===== src/rtl/dec_fault_pkg.sv =====
// Shared constants for the fault-injected 4-to-16 decoder.
// Site codes above the output lines select the half-decoder enables.
package dec_fault_pkg;
    localparam int SEL_W      = 4;
    localparam int OUT_W      = 16;
    localparam int SITE_EN_LO = 16;
    localparam int SITE_EN_HI = 17;
endpackage


===== src/rtl/dec_3x8_en.sv =====
// 3-to-8 one-hot decoder with enable; purely combinational, zero latency.
// No flow control: output follows inputs continuously.
module dec_3x8_en (
    input  logic [2:0] sel,
    input  logic       en,
    output logic [7:0] y
);
    always_comb begin
        y = '0;
        if (en) begin
            y[sel] = 1'b1;
        end
    end
endmodule


===== src/rtl/dec_4x16_w_fault_1.sv =====
// Registered 4-to-16 decoder (two 3-to-8 halves) with one parameter-selected stuck-at fault.
// Latency 1 cycle, no backpressure; fault_flag marks a registered output that is not one-hot.
module dec_4x16_w_fault_1
    import dec_fault_pkg::*;
#(
    parameter int FAULT_EN   = 1,
    parameter int FAULT_SITE = 17,
    parameter int FAULT_VAL  = 0
) (
    input  logic             clk,
    input  logic             rst,
    input  logic             X,
    input  logic             Y,
    input  logic             Z,
    input  logic             W,
    output logic [OUT_W-1:0] D,
    output logic             fault_flag
);
    localparam logic STUCK = (FAULT_VAL != 0);

    logic             en_lo;
    logic             en_hi;
    logic [7:0]       y_lo;
    logic [7:0]       y_hi;
    logic [OUT_W-1:0] d_d;
    logic [OUT_W-1:0] d_q;
    logic             fault_flag_d;
    logic             fault_flag_q;
    logic [4:0]       ones;

    always_comb begin
        en_lo = ~X;
        en_hi = X;
        if (FAULT_EN != 0 && FAULT_SITE == SITE_EN_LO) begin
            en_lo = STUCK;
        end
        if (FAULT_EN != 0 && FAULT_SITE == SITE_EN_HI) begin
            en_hi = STUCK;
        end
    end

    dec_3x8_en u_dec_lo (
        .sel ({Y, Z, W}),
        .en  (en_lo),
        .y   (y_lo)
    );

    dec_3x8_en u_dec_hi (
        .sel ({Y, Z, W}),
        .en  (en_hi),
        .y   (y_hi)
    );

    // Output-line faults override the decode; sites beyond 17 match nothing here.
    always_comb begin
        d_d  = {y_hi, y_lo};
        ones = '0;
        for (int i = 0; i < OUT_W; i++) begin
            if (FAULT_EN != 0 && FAULT_SITE == i) begin
                d_d[i] = STUCK;
            end
        end
        for (int i = 0; i < OUT_W; i++) begin
            ones = ones + 5'(d_d[i]);
        end
        fault_flag_d = (ones != 5'd1);
    end

    always_ff @(posedge clk) begin
        if (rst) begin
            d_q          <= '0;
            fault_flag_q <= 1'b0;
        end else begin
            d_q          <= d_d;
            fault_flag_q <= fault_flag_d;
        end
    end

    assign D          = d_q;
    assign fault_flag = fault_flag_q;
endmodule


===== config.mk =====
export PLATFORM = sky130hd
export DESIGN_NAME = dec_4x16_w_fault_1
export DESIGN_NICKNAME = d
export VERILOG_FILES = /design/src/rtl/dec_fault_pkg.sv /design/src/rtl/dec_3x8_en.sv /design/src/rtl/dec_4x16_w_fault_1.sv
export SDC_FILE = /design/constraint.sdc
export NUM_CORES = 1
export LEC_CHECK = 0
export CORE_ASPECT_RATIO = 1.5
export CORE_MARGIN = 2
export CORE_UTILIZATION = 30
export CTS_CLUSTER_SIZE = 10
export DETAILED_ROUTE_END_ITERATION = 8
export DONT_BUFFER_PORTS = 1
export MAX_ROUTING_LAYER = met4
export SYNTH_ARGS = -nofsm -noshare
export SYNTH_HDL_FRONTEND = slang
export SYNTH_HIERARCHICAL = 1
export SYNTH_SLANG_ARGS = --single-unit

===== constraint.sdc =====
create_clock -name clk -period 8.45 [get_ports clk]
set_clock_uncertainty 0.1 [all_clocks]
set_input_delay 0.4225 -clock clk [delete_from_list [all_inputs] [get_ports clk]]
set_output_delay 0.4225 -clock clk [all_outputs]
set_load 0.01 [all_outputs]

Word-level counts from Yosys, hierarchy flattened --
Index checks and enable logic that the tools add are counted.
Operators by class: reduce and logical (&&, ||, !) cells 1, equal/unequal tests 1, magnitude comparators 2, mux-type cells 3, add/sub/neg operators 7
Operator list (number):
- $add 5x1->5 | 3
- $mux 8 | 1
- $add 4x1->5 | 1
- $ne 5x1->1 const B | 1
- $add 3x1->4 | 1
- $lt 3x4->1 const B | 1
- $add 2x1->3 | 1
- $demux 1 s3 | 1
- $ge 3x1->1 const B | 1
- $add 1x1->2 | 1
- $logic_and 1x1->1 | 1
- $mux 1 | 1
Storage, ports and cells: output and inout bits 17, register bits after elaboration 17, input port bits 6, word-level logic and storage cells 17

Logic depth before layout (Yosys ltp) --
depth after elaboration 13, mapped depth 15, depth with buffers taken out 15

Modules after synthesis --
The synthesis kept the hierarchy.
Modules (own cells, without submodules):
- dec_4x16_w_fault_1 | area an instance 828.3 sq um, sequential area each 340.3 sq um, instances 1, cells each 77
- dec_3x8_en | area an instance 95.1 sq um, sequential area each 0.0 sq um, instances 2, cells each 8

Least setup slack after synthesis --
OpenSTA, ideal clock, no wires.
path type input to register, start point input X, end point register fault_flag_q, in the netlist fault_flag, slack 4507 ps, stages on the path 14, required time 8225 ps, library setup time 125 ps, path buffers 0, arrival time 3718 ps, cell sequence inv_1 > and4b_2 > inv_1 > fa_1 > inv_1 > fa_1 > fa_1 > inv_1 > fa_1 > inv_1 > ha_1 > fa_1 > nor4b_2 > a21oi_1
Between the ends: elaborated cells on any way between the ends 9, classes of those cells add/sub: 7; eq/ne: 1; mux: 1
RTL lines:
- start: declaration | RTL line dec_4x16_w_fault_1.sv:12 | input logic X,
- $mux 8 | RTL line dec_3x8_en.sv:10 | if (en) begin
- via y_lo[5] | RTL line dec_4x16_w_fault_1.sv:23 | logic [7:0] y_lo;
- $add 5x1->5 (3 in a row) | RTL line dec_4x16_w_fault_1.sv:64 | ones = ones + 5'(d_d[i]);
- $ne 5x1->1 | RTL line dec_4x16_w_fault_1.sv:66 | fault_flag_d = (ones != 5'd1);
- end signal: assignment | RTL line dec_4x16_w_fault_1.sv:75 | fault_flag_q <= fault_flag_d;
- end: declaration | RTL line dec_4x16_w_fault_1.sv:28 | logic fault_flag_q;
The timed path passes the listed nets, and every way through them passes these cells. A chain may end at the register's enable or synchronous reset.

Worst setup path after layout --
Ends and elaborated chain as after synthesis.

==> flow_summary.rst <==
.. list-table::
   :header-rows: 1

   * - Metric
     - Value
   * - Primary flip-flop cell chosen by synthesis mapping
     - sky130_fd_sc_hd__dfxtp_1
   * - Result of the run
     - complete, no violations
   * - Internal power
     - roughly 130 uW
   * - Maxcap violations
     - 0
   * - Number of setup buffers added after CTS
     - 0
   * - Final max-slew violation count
     - 0
   * - Number of nets in the final layout
     - around 130
   * - Master cell of the clock root buffer
     - sky130_fd_sc_hd__clkbuf_8
   * - #FFs+latches synth
     - 17
   * - Length of the first detailed-routing pass in iterations
     - 2
   * - DP Area
     - around 1100 sq um
   * - Yosys Warn Count
     - 6
   * - Number of top-level pins
     - 23
   * - RSZ-0062 raised after global routing
     - false
   * - Std-Cell Core Area
     - approximately 3200 sq um
   * - Total wirelength of the detailed-routed design
     - approximately 1.8 mm
   * - Critical setup path kind
     - in2reg
   * - Combined area of all synthesized cells
     - 1018 sq um
   * - Yosys top cell area share
     - 0.3342
   * - Post-layout instance area
     - about 1100 sq um
   * - Vias in the first global route
     - ~660
   * - Die Span X
     - 51.58 um
   * - Worst hold margin
     - ~0.13 ns
   * - Clk pin slew, worst setup/hold paths
     - ~0.06 ns
   * - Hold wc startpoint
     - rst
   * - Final critical delay including setup and external delays
     - 3.877 ns
   * - Max H-tree Level
     - 1
   * - Count of standard-cell rows
     - 25
   * - Antenna Nets Post-Route
     - 0
   * - Worst ir drop on vdd
     - roughly 0.047 mV
   * - Sequential cell area fraction in the yosys report
     - 0.3342
   * - Part of the power in registers
     - 0.505
   * - Number of gates given a new drive strength after cts
     - 0
   * - Die extent in y
     - between 70 and 80 um
   * - Min-Delay Endpoint
     - D[6]$_SDFF_PP0_
   * - Hold depth
     - 1
   * - CTS tree
     - built
   * - Most repeated cell in the gate-level netlist after synthesis
     - sky130_fd_sc_hd__inv_1
   * - Slowest cell on the critical path
     - sky130_fd_sc_hd__fa_1
   * - Starting DRC count in detailed routing
     - 6
   * - Overall routing resource usage
     - 0.1169
   * - Startpoint type of the worst setup path
     - input pin
   * - IO buf count
     - 0
   * - Post-Synthesis Cells
     - 93
   * - Fmax achieved
     - 0.2579 GHz
   * - Setup-failing EPs final
     - 0
   * - WL/cell
     - approximately 13 um
   * - Pin count of the biggest net entering global routing
     - 18
   * - Num Clock Sinks
     - 17
   * - Critical path startpoint
     - X
   * - Switch share
     - 0.2432
   * - Number of buffers inserted for hold repair after clock tree synthesis
     - 0
   * - Starting Density
     - 0.3192
   * - Via total after detailed routing
     - between 600 and 700
   * - Most common library cells after synthesis
     - 22 x sky130_fd_sc_hd__inv_1, 17 x sky130_fd_sc_hd__dfxtp_1, 10 x sky130_fd_sc_hd__fa_1
   * - Signal arrival time at the worst endpoint
     - 3.92 ns
   * - Crit share post-route
     - 0.4589
   * - Synthesized area per cell
     - 10.95 sq um
   * - Min-delay worst type
     - in2reg
   * - Portion of total power attributed to the clock network
     - 0.357
   * - Proportion of register bits with asynchronous set or reset after synthesis
     - 0
   * - Clock Tree Buf Depth
     - 2
   * - Vias per cell
     - ~4.5
   * - Most area-hungry cell type in the Yosys netlist
     - sky130_fd_sc_hd__dfxtp_1
   * - Area growth, synth to finish
     - 10.93%
   * - Area contributors post-synth
     - sky130_fd_sc_hd__dfxtp_1 33%, sky130_fd_sc_hd__fa_1 20%, sky130_fd_sc_hd__inv_1 8.1%, sky130_fd_sc_hd__ha_1 6.1%, sky130_fd_sc_hd__and4bb_1 4.9%
   * - Power share of the combinational group
     - 0.138
   * - Antenna fix cells
     - 0
   * - CP cell instances
     - inv_1 -> and4b_2 -> inv_1 -> fa_1 -> inv_1 -> fa_1 -> fa_1 -> inv_1 -> fa_1 -> inv_1 -> ha_1 -> fa_1 -> nor4b_2 -> a21oi_1
   * - DR DRC count
     - 0
   * - Gr ovfl total
     - 0
   * - Number of distinct library cell variants in the gate-level netlist after synthesis
     - 19
   * - Share of layout cells above drive strength 1
     - 0.1456
   * - Top fanout value on the critical path
     - 8
   * - Die footprint
     - 3887 sq um
   * - Critical Path Sink Type
     - flip-flop
   * - Placed wire-length estimate after detailed placement
     - 1.457 mm
   * - Crit path required time
     - 8.49 ns
   * - Placer's final routability congestion estimate
     - approximately 0.8
   * - PwrDens
     - approximately 150 nW/um^2
   * - Final Hold Fails
     - 0
   * - Total buffers and inverters traversed by the critical path
     - 5
   * - Antenna violations before repair
     - 0
   * - Net Sw Power
     - ~41 uW
   * - Number of flops mapped to enable cells by yosys
     - 0
   * - Design Power
     - roughly 170 uW
   * - Setup_tns
     - 0 ns
   * - Worst stage delay on the critical path
     - ~0.53 ns
   * - Total CTS buffers
     - 3
   * - First-pass GRT wire length
     - just over 3 mm
   * - Category of cells accounting for the largest share of critical-path delay
     - adder cells
   * - Fraction of the core area covered by cells at the end of the flow
     - 0.3541
   * - Leakage power total
     - around 0.54 nW
## layout by cell type, fill, tap and decap left out
master                      n
sky130_fd_sc_hd__nor4b_2    3
sky130_fd_sc_hd__dfxtp_1   17
sky130_fd_sc_hd__conb_1     8
sky130_fd_sc_hd__and4b_1    2
sky130_fd_sc_hd__and4bb_2   2
sky130_fd_sc_hd__and4b_2    4
sky130_fd_sc_hd__and4bb_1   4
sky130_fd_sc_hd__clkinv_2   1
sky130_fd_sc_hd__inv_1     22
sky130_fd_sc_hd__nand3b_1   1
sky130_fd_sc_hd__and4_2     2
sky130_fd_sc_hd__ha_1       5
sky130_fd_sc_hd__and2b_1    4
sky130_fd_sc_hd__a21oi_1    1
sky130_fd_sc_hd__nor2b_1    5
sky130_fd_sc_hd__fa_1      10
sky130_fd_sc_hd__and2_0     1
sky130_fd_sc_hd__o22ai_1    1
sky130_fd_sc_hd__nor2_1     7
sky130_fd_sc_hd__clkbuf_8   3
## through the flow
stage,setup WS (ns),std cells
detailed placement,4.269,139
global route,4.324,143
finish,4.573,143
global placement,4.326,139
floorplan,4.507,100
CTS,4.529,143
## worst max-delay path by stage
stage          depth (start not counted)  slack (ns)               endpoint
2_1_floorplan                         14        4.51  fault_flag$_SDFF_PP0_
3_3_place_gp                          12        4.33  fault_flag$_SDFF_PP0_
3_5_place_dp                          12        4.27  fault_flag$_SDFF_PP0_
4_1_cts                               12        4.53  fault_flag$_SDFF_PP0_
5_1_grt                               12        4.32  fault_flag$_SDFF_PP0_
6_report                              14        4.57  fault_flag$_SDFF_PP0_
## registers in the layout, indices dropped and copies added, names as in the netlist
register	flops
fault_flag	1
D	16
## power groups by stage
stage	clock network (mW)	registers [mW]	logic (mW)
after floorplan	0	0.0865	0.0202
after global placement	0	0.0868	0.0226
after detailed placement	0	0.0869	0.0231
after CTS	0.0622	0.0850	0.0232
after global routing	0.0650	0.0851	0.0281
final	0.0601	0.0849	0.0232
## logic make-up after synthesis
logic type                 Yosys count  share of synthesized area
DFF                                 17                     0.3342
and+or+nand+nor                     35                     0.3010
adders and majority gates           15                     0.2580
other                                1                   0.003682
buffers and inverters               23                    0.09214
AOI/OAI and AO/OA                    2                    0.01106
## final cells by class
cell class | count | area (sq um)
Tap cell | 40 | 50.05
Fill cell | 347 | 2061
Clock inverter | 1 | 5.005
Multi-Input combinational cell | 60 | 610.6
Sequential cell | 17 | 340.3
Clock buffer | 3 | 41.29
Inverter | 22 | 82.58
## routing by layer
layer | vias to the layer above | global-route usage | share of wire
li1 | 311 | - | -
met1 | 307 | 0.1076 | 0.33
met2 | 16 | 0.2080 | 0.59
met3 | 4 | 0.01569 | 0.044
met4 | 0 | 0.1023 | 0.037
met5 | - | - | 0
No activity file was read; power rests on OpenSTA's default activity.
